[src/rtl/pwm_capture_pkg.sv]
// Shared encodings and default sizes for the PWM capture block.
package pwm_capture_pkg;

  localparam int DEF_WIDTH = 12;
  localparam int DEF_CNT_W = 20;

  typedef enum logic [1:0] {
    IDLE = 2'd0,
    HIGH = 2'd1,
    LOW  = 2'd2
  } meas_state_t;

  typedef enum logic {
    DIV_IDLE = 1'b0,
    DIV_RUN  = 1'b1
  } div_state_t;

  // Snapshot of both state machines, exported for observation.
  typedef struct packed {
    meas_state_t meas;
    div_state_t  div;
  } dbg_t;

endpackage

[src/rtl/pwm_capture_div.sv]
// Sequential restoring divider: quotient = floor(num * 2^WIDTH / den),
// one quotient bit per cycle, clamped to all-ones when num >= den.
// Handshake: start is honoured only in the cycle busy is low; done pulses
// for exactly one cycle and res_* are valid from that cycle onward.
module seq_divider
  import pwm_capture_pkg::*;
#(
  parameter int WIDTH = DEF_WIDTH,
  parameter int CNT_W = DEF_CNT_W
) (
  input  logic             clk_i,
  input  logic             reset,
  input  logic             start,
  input  logic [CNT_W-1:0] num,
  input  logic [CNT_W-1:0] den,
  output logic             busy,
  output logic             done,
  output logic [CNT_W-1:0] res_high,
  output logic [CNT_W-1:0] res_period,
  output logic [WIDTH-1:0] res_quo,
  output div_state_t       div_state
);

  localparam int SW = $clog2(WIDTH + 1);

  div_state_t       state_q, state_d;
  logic [SW-1:0]    step_q;
  logic [CNT_W:0]   rem_q;
  logic [CNT_W:0]   trial;
  logic [CNT_W-1:0] num_q, den_q;
  logic [WIDTH-1:0] quo_q, quo_next;
  logic             clamp_q, take, last_step;

  // One restoring step: shift remainder, subtract divisor if it fits.
  always_comb begin
    trial     = {rem_q[CNT_W-1:0], 1'b0};
    take      = (trial >= {1'b0, den_q});
    quo_next  = {quo_q[WIDTH-2:0], take};
    last_step = (step_q == SW'(WIDTH - 1));
  end

  // Divider next-state logic.
  always_comb begin
    state_d = state_q;
    case (state_q)
      DIV_IDLE: if (start) state_d = DIV_RUN;
      DIV_RUN:  if (last_step) state_d = DIV_IDLE;
      default:  state_d = DIV_IDLE;
    endcase
  end

  // Divider state register.
  always_ff @(posedge clk_i or negedge reset) begin
    if (!reset) state_q <= DIV_IDLE;
    else        state_q <= state_d;
  end

  // Operand capture, iteration and result registers.
  always_ff @(posedge clk_i or negedge reset) begin
    if (!reset) begin
      rem_q      <= '0;
      num_q      <= '0;
      den_q      <= '0;
      quo_q      <= '0;
      step_q     <= '0;
      clamp_q    <= 1'b0;
      done       <= 1'b0;
      res_high   <= '0;
      res_period <= '0;
      res_quo    <= '0;
    end else begin
      done <= 1'b0;
      if (state_q == DIV_IDLE && start) begin
        rem_q   <= {1'b0, num};
        num_q   <= num;
        den_q   <= den;
        quo_q   <= '0;
        step_q  <= '0;
        // A ratio >= 1 cannot be represented; also guards den == 0.
        clamp_q <= (num >= den);
      end else if (state_q == DIV_RUN) begin
        rem_q  <= take ? (trial - {1'b0, den_q}) : trial;
        quo_q  <= quo_next;
        step_q <= step_q + SW'(1);
        if (last_step) begin
          done       <= 1'b1;
          res_high   <= num_q;
          res_period <= den_q;
          res_quo    <= clamp_q ? '1 : quo_next;
        end
      end
    end
  end

  assign busy      = (state_q == DIV_RUN);
  assign div_state = state_q;

endmodule

[src/rtl/pwm_capture.sv]
// PWM capture: synchronises pwm_i, measures high time and period between
// successive rises, and hands each completed measurement to the divider.
module pwm_capture
  import pwm_capture_pkg::*;
#(
  parameter int WIDTH = DEF_WIDTH,
  parameter int CNT_W = DEF_CNT_W
) (
  input  logic             clk_i,
  input  logic             reset,
  input  logic             pwm_i,
  output logic [CNT_W-1:0] high_o,
  output logic [CNT_W-1:0] period_o,
  output logic [WIDTH-1:0] duty_o,
  output logic             dataf_o,
  output logic             timeout_o,
  output logic             overrun_o,
  output dbg_t             dbg_o
);

  localparam logic [CNT_W-1:0] CNT_MAX = '1;

  logic             sync1, sync2, sync3;
  logic             rise, fall;
  meas_state_t      state_q, state_d;
  logic [CNT_W-1:0] hi_cnt, per_cnt, hi_lat;
  logic             load_cnt, latch_hi, meas_done, to_timeout, clr_timeout;
  logic             div_start, div_busy;
  div_state_t       div_state;

  // Two-flop synchroniser plus one history flop for edge detection.
  always_ff @(posedge clk_i or negedge reset) begin
    if (!reset) begin
      sync1 <= 1'b0;
      sync2 <= 1'b0;
      sync3 <= 1'b0;
    end else begin
      sync1 <= pwm_i;
      sync2 <= sync1;
      sync3 <= sync2;
    end
  end

  assign rise = sync2 & ~sync3;
  assign fall = ~sync2 & sync3;

  // Measurement next-state and control; a completing rise beats timeout.
  always_comb begin
    state_d     = state_q;
    load_cnt    = 1'b0;
    latch_hi    = 1'b0;
    meas_done   = 1'b0;
    to_timeout  = 1'b0;
    clr_timeout = 1'b0;
    case (state_q)
      IDLE: begin
        if (rise) begin
          load_cnt    = 1'b1;
          clr_timeout = 1'b1;
          state_d     = HIGH;
        end
      end
      HIGH: begin
        if (per_cnt == CNT_MAX) begin
          to_timeout = 1'b1;
          state_d    = IDLE;
        end else if (fall) begin
          latch_hi = 1'b1;
          state_d  = LOW;
        end
      end
      LOW: begin
        if (rise) begin
          meas_done = 1'b1;
          load_cnt  = 1'b1;
          state_d   = HIGH;
        end else if (per_cnt == CNT_MAX) begin
          to_timeout = 1'b1;
          state_d    = IDLE;
        end
      end
      default: state_d = IDLE;
    endcase
  end

  // Measurement state register.
  always_ff @(posedge clk_i or negedge reset) begin
    if (!reset) state_q <= IDLE;
    else        state_q <= state_d;
  end

  // High-time and period counters; a rise restarts both at 1.
  always_ff @(posedge clk_i or negedge reset) begin
    if (!reset) begin
      hi_cnt  <= '0;
      per_cnt <= '0;
    end else if (load_cnt) begin
      hi_cnt  <= CNT_W'(1);
      per_cnt <= CNT_W'(1);
    end else if (!to_timeout && state_q == HIGH) begin
      hi_cnt  <= hi_cnt + CNT_W'(1);
      per_cnt <= per_cnt + CNT_W'(1);
    end else if (!to_timeout && state_q == LOW) begin
      per_cnt <= per_cnt + CNT_W'(1);
    end
  end

  // Hold the high time from the fall until the period completes.
  always_ff @(posedge clk_i or negedge reset) begin
    if (!reset)        hi_lat <= '0;
    else if (latch_hi) hi_lat <= hi_cnt;
  end

  // Timeout level and dropped-measurement pulse.
  always_ff @(posedge clk_i or negedge reset) begin
    if (!reset) begin
      timeout_o <= 1'b1;
      overrun_o <= 1'b0;
    end else begin
      overrun_o <= meas_done & div_busy;
      if (to_timeout)       timeout_o <= 1'b1;
      else if (clr_timeout) timeout_o <= 1'b0;
    end
  end

  assign div_start = meas_done & ~div_busy;

  seq_divider #(
    .WIDTH(WIDTH),
    .CNT_W(CNT_W)
  ) u_div (
    .clk_i      (clk_i),
    .reset      (reset),
    .start      (div_start),
    .num        (hi_lat),
    .den        (per_cnt),
    .busy       (div_busy),
    .done       (dataf_o),
    .res_high   (high_o),
    .res_period (period_o),
    .res_quo    (duty_o),
    .div_state  (div_state)
  );

  assign dbg_o.meas = state_q;
  assign dbg_o.div  = div_state;

endmodule
[config.mk]
export PLATFORM = sky130hd
export DESIGN_NAME = pwm_capture
export DESIGN_NICKNAME = d
export VERILOG_FILES = /design/src/rtl/pwm_capture_pkg.sv /design/src/rtl/pwm_capture_div.sv /design/src/rtl/pwm_capture.sv
export SDC_FILE = /design/constraint.sdc
export NUM_CORES = 1
export LEC_CHECK = 0
export BUFFER_PORTS_ARGS = -buffer_cell sky130_fd_sc_hd__buf_4
export CORE_ASPECT_RATIO = 0.5
export CORE_MARGIN = 1.5
export CORE_UTILIZATION = 40
export DETAILED_ROUTE_END_ITERATION = 8
export GPL_ROUTABILITY_DRIVEN = 0
export GPL_TIMING_DRIVEN = 0
export PLACE_DENSITY = 0.65
export RECOVER_POWER = 25
export SLEW_MARGIN = 20
export SYNTH_ARGS = -nofsm -noshare
export SYNTH_HDL_FRONTEND = slang
export SYNTH_SLANG_ARGS = --single-unit
[constraint.sdc]
create_clock -name clk_i -period 4.2 [get_ports clk_i]
set_clock_uncertainty 0.2 [all_clocks]
set_input_delay 0.42 -clock clk_i [delete_from_list [all_inputs] [get_ports clk_i]]
set_output_delay 0.42 -clock clk_i [all_outputs]
set_load 0.02 [all_outputs]
==> results of run 1 <==
critical path: stages, from the launching register on:
cell and delay (ns):
dfrtp_1 0.40, inv_1 0.15, ha_1 0.27, nor2b_1 0.15, o2111a_1 0.28, o31a_1 0.26, o21ai_0 0.21, a21oi_1 0.14
a311oi_1 0.40, mux2_2 0.39, a311oi_2 0.19
cell families (layout without fill, tap and decap cells):
logic type | Yosys count | after routing | synth area share
buffers and inverters | 102 | 198 | 0.0412
XOR/XNOR | 48 | 48 | 0.0423
adder cells (fa/ha/maj) | 48 | 48 | 0.0612
AND/OR/NAND/NOR | 399 | 399 | 0.183
flip-flops | 197 | 197 | 0.497
AO/OA/AOI/OAI | 196 | 196 | 0.123
multiplexers | 47 | 47 | 0.0525
registers in the layout, summed over array words and instances, names as in the netlist, 2 cells and up:
| register | count |
|---|---|
| per_cnt | 20 |
| state_q | 2 |
| u_div.quo_q | 11 |
| u_div.num_q | 20 |
| u_div.rem_q | 20 |
| u_div.res_high | 20 |
| u_div.res_quo | 12 |
| u_div.res_period | 20 |
| u_div.step_q | 4 |
| hi_lat | 20 |
| u_div.den_q | 20 |
| hi_cnt | 20 |
per-layer routing:
| layer | vias to the layer above | global-route usage | part of all wire |
|---|---|---|---|
| li1 | 3726 | - | - |
| met1 | 3760 | 0.293 | 0.49 |
| met2 | 209 | 0.300 | 0.43 |
| met3 | 25 | 0.0441 | 0.068 |
| met4 | 0 | 0.0559 | 0.012 |
| met5 | - | 0 | 0 |
power breakdown:
group	switching (mW)	total [mW]	internal, mW
Clock	0.785	1.59	0.810
Sequential	0.334	2.58	2.24
Combinational	1.60	2.70	1.10
Total	2.72	6.87	4.16
worst max-delay path by stage:
| stage | from | end | slack, ns | cells past startpoint |
|---|---|---|---|---|
| after CTS | u_div.den_q[1] | u_div.rem_q[18] | 1.07 | 10 |
| after global routing | reset | u_div.rem_q[16] | 0.59 | 3 |
| final | u_div.den_q[1] | u_div.rem_q[15] | 1.07 | 10 |
| after detailed placement | u_div.den_q[1] | u_div.rem_q[18] | 1.09 | 10 |
| after floorplan | u_div.rem_q[11] | u_div.rem_q[19] | 1.51 | 9 |
| after global placement | u_div.den_q[1] | u_div.rem_q[15] | 1.17 | 10 |
cell type report:
| cell class | count | area (um2) |
|---|---|---|
| Clock buffer | 19 | 453 |
| Timing Repair Buffer | 64 | 454 |
| Inverter | 57 | 214 |
| Sequential cell | 197 | 4930 |
| Tap cell | 336 | 420 |
| Buffer | 45 | 195 |
| Multi-Input combinational cell | 738 | 4590 |
| Clock inverter | 13 | 115 |
| Fill cell | 2203 | 12800 |
metrics by stage:
step,total power [mW],util,worst slack [ns]
6_report,6.87,0.470,1.07
5_1_grt,7.34,0.470,0.591
4_1_cts,6.90,0.474,1.07
3_5_place_dp,5.28,0.449,1.09
3_3_place_gp,5.20,0.447,1.17
2_1_floorplan,4.49,-,1.51
synth_stat cells (4+ instances only):
cell type / count / share of area
o2111ai_1: 4 / 0.0035
and2_1: 4 / 0.0025
and3_1: 14 / 0.0088
nand3_1: 12 / 0.0060
xnor2_1: 32 / 0.028
mux2_2: 41 / 0.046
nor2b_1: 8 / 0.0050
a21o_1: 12 / 0.0091
inv_1: 57 / 0.022
clkbuf_1: 35 / 0.013
nor2_1: 82 / 0.031
ha_1: 47 / 0.059
nor3_1: 15 / 0.0076
buf_2: 6 / 0.0030
a211oi_1: 12 / 0.0091
or4_1: 4 / 0.0030
xor2_1: 16 / 0.014
o21ai_0: 85 / 0.043
and4_1: 5 / 0.0044
or3_1: 6 / 0.0038
nand2b_1: 4 / 0.0025
mux2i_1: 6 / 0.0060
dfrtp_1: 196 / 0.49
a21oi_1: 37 / 0.019
a31oi_1: 11 / 0.0069
o211a_1: 5 / 0.0050
nand4_1: 21 / 0.013
nand2_1: 205 / 0.077
==> summary.md, run 1 <==
| Metric | Value |
|---|---|
| TritonCTS buffer count | 17 |
| Worst Tran Pin Value | 2.44 ns |
| Post-Layout Cell Count | between 1,000 and 1,500 |
| Initial drt markers | 481 |
| Vias/cell | 5.26 |
| Worst vdd ir | slightly above 0.3 mV |
| Post-synthesis net count | 1,088 |
| Max-slew violation count | 98 |
| Failing checks | capacitance limit, slew limit |
| RSZ-0062 raised after global routing | false |
| Design Area, Final | between 10,000 and 15,000 um2 |
| Clock tree buffer depth | 2 |
| Hold Crit Class | in -> async |
| Setup violators final | 0 |
| Syn_area_per_cell | 9.58 um2 |
| CP required | 4.35 ns |
| DR DRC count | 0 |
| TritonCTS clock tree | built |
| Hold-fix buffers, CTS | 2 |
| R2r startpoint | u_div.den_q[1] |
| Post-Route WL | between 20 and 25 mm |
| Pwr per Cell Area | 604 nW/um2 |
| Setup slack, reg-to-reg | 1.07 ns |
| First-pass GRT wire length | ~40 mm |
| Post-synth EDFFs | 0 |
| Die Span X | 226 um |
| Initial antenna violation count | 0 |
| Clock slew at reported path FFs | 0.07 ns |
| Synth async-reset ratio | 1.00 |
| Final hold viol count | 0 |
| Antenna-violating nets left | 0 |
| Commonest non-fill, non-tap cell in the layout | nand2_1 |
| Total negative setup slack | 0 ns |
| Max Cap Violations | 1 |
| Critical Path End Type | register |
| Tmin final | 3.13 ns |
| Sequential fraction of the synthesis area | 0.497 |
| Share of layout cells above drive strength 1 | 0.133 |
| DIE AREA | 25,800 um2 |
| Yosys warns | 0 |
| # placed instances | 1,435 |
| Post-DP HPWL | 18.1 mm |
| Row count | 40 |
| Nets | 1,171 |
| Area delta synth->final | 14.5% |
| Leakage | 5.31 nW |
| Largest net degree at the start of global routing | 100 |
| Routed len/inst | 16.5 um |
| TritonRoute pass-1 iters | 5 |
| Starting density of the core | 0.411 |
| GR Util All Layers | 0.201 |
| Top FF cell, synth | dfrtp_1 |
| Mapped Area | 9930 um2 |
| Skew-Pair Late Insertion Delay | 0.45 ns |
| Max Clk Rate | 0.319 GHz |
| Endpoint of the lowest-slack register-to-register path | u_div.rem_q[15] |
| Postcts setup bufs | 0 |
| Gr ovfl total | 0 |
| Final period util | 0.746 |
| Mapped Cells | 1,037 |
| Post-Place Cell Area | ~11,000 um2 |
| Resized Gates After CTS | 0 |
| Clock sink count | 197 |
| Root Buffer | clkbuf_16 |
| H-tree depth | 4 |
| Critical Path AT | 3.28 ns |
| Die Y | around 110 um |
| Crit path kind | reg -> reg |
| WHS | approximately 0.076 ns |
| Startpoint Class | register |
| Most frequent cells in the layout | nand2_1 (205), dfrtp_1 (196), o21ai_0 (85) |
| Slew HR | -0.625 |
| Outcome | finished with violations |
| Top Ports | 61 |
| Antenna cells | 0 |
| Port bufs | 60 |
| Synth cell types | 65 |
| Critical path peak fanout | 3 |
| Routed via count | between 7,000 and 8,000 |
| Post-synthesis register bit count | ~200 |
| Vias in the first global route | 7,534 |
| Core ar. | between 20,000 and 25,000 um2 |
| Worst r2r path cells | 10 |
Note: power is estimated with default switching activity, not from simulation.
==> run 2, diff against run 1 <==
- clock period: 4.2 -> 3.2 ns (I/O delays scaled with it)
==> run 2 against run 1 <==
  * The flow finishes with violations (hold timing)
  * Worst setup slack worse by 1.0 ns
  * Non-clock buffer count unchanged
  * Global-route usage unchanged
  * Fmax about the same
  * Via count up 0.35%
  * First-iteration DRC count up 0.42%
  * Highest routed layer unchanged
  * Core utilization up 0.13 points
  * Critical path type unchanged
  * Die area unchanged
  * Sequential share of layout area down 0.12 points
  * Sequential power up 31%
==> summary.md, run 2 (synthesized netlist as in run 1, its figures left out) <==
| Metric | Value |
|---|---|
| Clock tree buffer depth | 2 (unchanged) |
| Share of layout cells above drive strength 1 | 0.137 (+0.00353) |
| Largest net degree at the start of global routing | 100 (unchanged) |
| Final hold viol count | 1 (+1) |
| CP required | 3.35 ns (-1.00 ns) |
| Slowest cell on crit path | dfrtp_1 |
| Crit path kind | reg -> reg |
| NetSw | 3.59 mW (+32%) |
| TritonCTS buffer count | 17 (unchanged) |
| DR DRC count | 0 (unchanged) |
| Routed via count | 7,747 (+0.35%) |
| TritonCTS clock tree | built |
| Critical Path End Type | register |
| Total negative setup slack | 0 ns (unchanged) |
| Startpoint Class | register |
| DIE AREA | 25,800 um2 (unchanged) |
| Initial drt markers | 483 (+0.42%) |
| Area delta synth->final | 14.8% |
| Port bufs | 60 (unchanged) |
| Routed len/inst | 16.7 um (+0.78%) |
| Total power | 9.06 mW (+32%) |
| Hold Crit Class | in -> async |
| Crit path max-delay family | compound AO/OA/AOI/OAI gates |
| Antenna-violating nets left | 0 (unchanged) |
| Sequential Area | 4930 um2 (unchanged) |
| Clock slew at reported path FFs | 0.07 ns (about the same) |
| Commonest non-fill, non-tap cell in the layout | nand2_1 |
| Pwr per Cell Area | 794 nW/um2 (+31%) |
| Comb pwr share | 0.395 (+0.002) |
| Postcts setup bufs | 0 (unchanged) |
| TritonRoute pass-1 iters | 6 (+1) |
| Max Clk Rate | 0.320 GHz (about the same) |
| Nets | 1,171 (unchanged) |
| Max Cap Violations | 0 (-1) |
| Die Y | 114 um (unchanged) |
| Max-slew violation count | 0 (-100%) |
| Most frequent cells in the layout | nand2_1 (205), dfrtp_1 (196), o21ai_0 (85) |
| Multi-input gate area | 4620 um2 (+0.55%) |
| Crit path largest cell delay | 0.40 ns (about the same) |
| Critical path peak fanout | 3 (unchanged) |
| Worst path bufs/invs | 1 (unchanged) |
| Root Buffer | clkbuf_16 |
| Critical-path cell list | inv_1, ha_1, nor2b_1, o2111a_1, o31a_1, o21ai_0, a21oi_1, a311oi_2, mux2_2, a311oi_2 |
| RSZ-0062 raised after global routing | false |
| Fillers | 2,204 (+0.045%) |
| Internal Power | 5.47 mW (+31%) |
| Net Sw Frac | 0.397 (+0.00147) |
| Row count | 40 (unchanged) |
| Post-DP HPWL | 18.1 mm (unchanged) |
| Failing checks | hold timing |
| Worst Tran Pin Value | 1.37 ns (-1.07 ns) |
| Setup violators final | 0 (unchanged) |
| Initial antenna violation count | 0 (unchanged) |
| Vias/cell | 5.27 (+0.35%) |
| Vias in the first global route | 7,534 (unchanged) |
| Outcome | finished with violations |
| H-tree depth | 4 (unchanged) |
| Core ar. | 24,200 um2 (unchanged) |
| Antenna cells | 0 (unchanged) |
| Final period util | 0.978 (+0.232) |
| Top Ports | 61 (unchanged) |
| Tmin final | 3.13 ns (-0.00165 ns) |
| Clock share of power | 0.231 (about the same) |
| Clock sink count | 197 (unchanged) |
| GR Util All Layers | 0.201 (unchanged) |
| Sequential share of power | 0.373 (-0.002) |
| Skew-Pair Late Insertion Delay | 0.45 ns (about the same) |
| Worst vdd ir | 0.401 mV (+31%) |
| Leakage | 5.33 nW (+0.31%) |
| Slew HR | 0.0894 (+0.714) |
| WHS | -0.0241 ns (-0.100 ns) |
| Die Span X | 226 um (unchanged) |
| Gr ovfl total | 0 (unchanged) |
| First-pass GRT wire length | 40.1 mm (unchanged) |
| Critical Path AT | 3.28 ns (about the same) |
| Post-Route WL | 24.5 mm (+0.78%) |
| Starting density of the core | 0.411 (unchanged) |
| CP dominant cell by count | a311oi_2 |
run 2: routing by layer:
| metal | share of wire | global-route usage | vias to the layer above |
|---|---|---|---|
| met4 | 0.013 | 0.0559 | 0 |
| met5 | 0 | 0 | - |
| met2 | 0.43 | 0.300 | 224 |
| met3 | 0.071 | 0.0441 | 27 |
| met1 | 0.49 | 0.293 | 3773 |
| li1 | - | - | 3723 |
run 2: layout make-up:
| cell class | count | area share |
|---|---|---|
| buffer | 45 | 0.0171 |
| clock buffer | 19 | 0.0397 |
| clock inverter | 13 | 0.0101 |
| inverter | 57 | 0.0188 |
| multi-input combinational | 738 | 0.405 |
| sequential | 197 | 0.432 |
| tap | 336 | 0.0369 |
| timing repair buffer | 64 | 0.0404 |
run 2: timing repair:
action / CTS / global route
endpoints found under the setup margin: 0 / 15
hold buffers: 2 / 0
resized for setup: 0 / 4
endpoints found under the hold margin: 99 / 0
run 2: final timing paths:
kind | from | to | slack (ns) | depth (start not counted)
max in group asynchronous | reset | u_div.res_period[3] | 1.01 | 4
hold reg to reg | sync1 | sync2 | 0.15 | 0
hold / removal | reset | u_div.res_high[1] | -0.02 | 2
setup reg to reg | u_div.den_q[1] | u_div.rem_q[15] | 0.07 | 10
min in group clk_i | sync1 | sync2 | 0.15 | 0
setup / recovery | u_div.den_q[1] | u_div.rem_q[15] | 0.07 | 10
run 2: power by group through the flow:
stage | combinational, mW | clock, mW | sequential, mW
5_1_grt | 4.01 | 2.23 | 3.43
3_5_place_dp | 3.52 | 0 | 3.42
4_1_cts | 3.55 | 2.13 | 3.37
6_report | 3.58 | 2.09 | 3.38
3_3_place_gp | 3.42 | 0 | 3.40
2_1_floorplan | 2.51 | 0 | 3.39
run 2: worst reg2reg max path, cell delays in order (launching register included):
cell and delay, ns:
dfrtp_1 0.40, inv_1 0.15, ha_1 0.27, nor2b_1 0.16
o2111a_1 0.29, o31a_1 0.26, o21ai_0 0.24, a21oi_1 0.17
a311oi_2 0.33, mux2_2 0.38, a311oi_2 0.20
run 2: metrics by stage:
| stage | util | hold WS, ns | cells | instance area (um2) | worst slack, ns |
|---|---|---|---|---|---|
| after global placement | 0.447 | 0.133 | 1433 | 10800 | 0.174 |
| after detailed placement | 0.449 | -0.104 | 1435 | 10900 | 0.0881 |
| final | 0.472 | -0.0241 | 1469 | 11400 | 0.0702 |
| after CTS | 0.474 | 0.0104 | 1469 | 11500 | 0.0724 |
| after global routing | 0.472 | -0.0258 | 1469 | 11400 | 0.00625 |
| after floorplan | - | -0.176 | 1037 | 9930 | 0.509 |
==> run 3, diff against run 2 <==
- GPL_TIMING_DRIVEN: 0 -> default
==> run 3 against run 2 <==
  * The flow finishes with violations (capacitance limit, slew limit)
  * Combinational power fell by 3%
  * Critical path depth is 2 higher
  * Fmax rose by 4.4%
  * Routed wire length decreased by 4.0%
  * Flip-flop and latch count did not move
  * Die area did not move
  * Non-clock buffer count down 30
  * Global-route usage is 0.99 points lower
  * Largest power group unchanged
  * Sequential power about the same
  * Clock-buffer cell count up 2
  * Clock power is 9.6% higher
==> summary.md, run 3 (synthesized netlist as in run 1, its figures left out) <==
| Metric | Value |
|---|---|
| Outcome | finished with violations |
| Failing checks | capacitance limit, slew limit |
| Max Cap Violations | 1 (+1) |
| Most frequent cells in the layout | nand2_1 (205), dfrtp_1 (196), o21ai_0 (85) |
| Crit path largest cell delay | 0.37 ns (-0.03 ns) |
| Total negative setup slack | 0 ns (unchanged) |
| Vias/cell | 5.22 (-1.0%) |
| Sequential Area | 4930 um2 (unchanged) |
| Vias in the first global route | 7,294 (-3.2%) |
| DR DRC count | 0 (unchanged) |
| Routed len/inst | 16.3 um (-2.0%) |
| Setup violators final | 0 (unchanged) |
| Postcts setup bufs | 0 (unchanged) |
| Max Clk Rate | 0.334 GHz (+4.4%) |
| Root Buffer | clkbuf_16 |
| Crit path max-delay family | simple AND/OR/NAND/NOR gates |
| Multi-input gate area | 4620 um2 (about the same) |
| Slew HR | -0.498 (-0.588) |
| Starting density of the core | 0.411 (unchanged) |
| Top Ports | 61 (unchanged) |
| Row count | 40 (unchanged) |
| Antenna-violating nets left | 0 (unchanged) |
| TritonCTS buffer count | 17 (unchanged) |
| Post-Layout Cell Count | 1,439 (-2.0%) |
| Startpoint Class | register |
| Worst path bufs/invs | 2 (+1) |
| Tmin final | 3.00 ns (-0.132 ns) |
| TritonCTS clock tree | built |
| Crit path kind | reg -> reg |
| Fillers | 2,249 (+2.0%) |
| Share of layout cells above drive strength 1 | 0.132 (-0.00444) |
| Commonest non-fill, non-tap cell in the layout | nand2_1 |
| Routed via count | 7,511 (-3.0%) |
| Critical Path End Type | register |
| Slowest cell on crit path | dfrtp_1 |
| H-tree depth | 4 (unchanged) |
| First-pass GRT wire length | 38.6 mm (-3.9%) |
| Port bufs | 60 (unchanged) |
| Antenna cells | 0 (unchanged) |
| Hold Crit Class | reg -> reg |
| Worst vdd ir | 0.389 mV (-2.9%) |
| Critical path peak fanout | 23 (+20) |
| RSZ-0062 raised after global routing | false |
| Clock sink count | 197 (unchanged) |
| Initial antenna violation count | 0 (unchanged) |
| TritonRoute pass-1 iters | 5 (-1) |
| Core ar. | 24,200 um2 (unchanged) |
| Skew-Pair Late Insertion Delay | 0.44 ns (about the same) |
| Pwr per Cell Area | 808 nW/um2 (+1.8%) |
| Die Span X | 226 um (unchanged) |
| Post-Place Cell Area | 10,800 um2 (-0.58%) |
| Final hold viol count | 0 (-1) |
| CP required | 3.28 ns (-0.07 ns) |
| Nets | 1,141 (-2.6%) |
| # placed instances | 1,405 (-2.1%) |
| DIE AREA | 25,800 um2 (unchanged) |
| Die Y | 114 um (unchanged) |
| Design Area, Final | 11,400 um2 (-0.44%) |
| Gr ovfl total | 0 (unchanged) |
| Post-DP HPWL | 17.1 mm (-6.0%) |
| Area delta synth->final | 14.3% |
| Max-slew violation count | 89 (+89) |
| Post-Route WL | 23.5 mm (-4.0%) |
| Largest net degree at the start of global routing | 90 (-10%) |
| Critical-path cell list | inv_1, ha_1, ha_1, and4_1, and4_1, a31oi_1, o211ai_1, nor2_4, buf_12, nor3_1, a211oi_1, a31oi_1 |
| Initial drt markers | 590 (+22%) |
| Clock slew at reported path FFs | 0.07 ns (about the same) |
| Clock tree buffer depth | 2 (unchanged) |
| Leakage | 5.29 nW (-0.76%) |
| Final period util | 0.937 (-0.0413) |
| Critical Path AT | 3.08 ns (-0.20 ns) |
| GR Util All Layers | 0.191 (-0.00993) |
| Worst Tran Pin Value | 2.25 ns (+0.882 ns) |
run 3: cell count changes in the layout (fill, tap and decap cells not counted), sizes merged:
cell | before | now
buf | 58 | 51
bufinv | 0 | 4
clkbuf | 68 | 47
clkinv | 1 | 6
clkinvlp | 5 | 1
inv | 64 | 57
run 3: final cells by class:
type / instances / share of cell area
Clock buffer: 21 / 0.0397
Clock inverter: 11 / 0.0155
Inverter: 57 / 0.0188
Multi-Input combinational cell: 738 / 0.407
Sequential cell: 197 / 0.434
Tap cell: 336 / 0.0370
Timing Repair Buffer: 79 / 0.0478
run 3: repair_timing:
item	CTS	global route
gates resized for setup	0	1
hold buffers	2	0
hold endpoints to repair	86	0
endpoints found under the setup margin	0	1
run 3: stage by stage:
stage               hold slack [ns]  power [mW]  setup WS (ns)  utilization
floorplan                    -0.176        5.90          0.509            -
global placement              0.132        6.79          0.354        0.447
detailed placement            0.140        6.91          0.219        0.447
CTS                           0.155        9.22          0.210        0.474
global route                  0.168        9.76         0.0188        0.470
finish                        0.152        9.18          0.202        0.470
run 3: path summary, 6_finish.rpt:
| path | start | slack, ns | cells past startpoint | endpoint |
|---|---|---|---|---|
| worst min-delay path | sync1 | 0.15 | 0 | sync2 |
| worst max register to register | u_div.den_q[1] | 0.20 | 12 | u_div.rem_q[2] |
| max in group asynchronous | reset | 0.60 | 2 | u_div.rem_q[10] |
| worst min register to register | sync1 | 0.15 | 0 | sync2 |
| min in group asynchronous | reset | 0.88 | 2 | u_div.res_high[3] |
| worst max-delay path | u_div.den_q[1] | 0.20 | 12 | u_div.rem_q[2] |
run 3: where the power goes:
part / internal (mW) / switching [mW] / leakage (nW) / total [mW]
clock: 1.34 / 0.956 / 0.301 / 2.29
sequential: 2.94 / 0.449 / 2.63 / 3.39
combinational: 1.44 / 2.05 / 2.35 / 3.49
total: 5.72 / 3.46 / 5.29 / 9.18
run 3: layer usage:
metal	wire length, um	vias to the layer above	GRT usage
li1	-	3676	-
met1	12000	3631	0.285
met2	9890	186	0.278
met3	1360	18	0.0416
met4	229	0	0.0506
met5	0	-	0
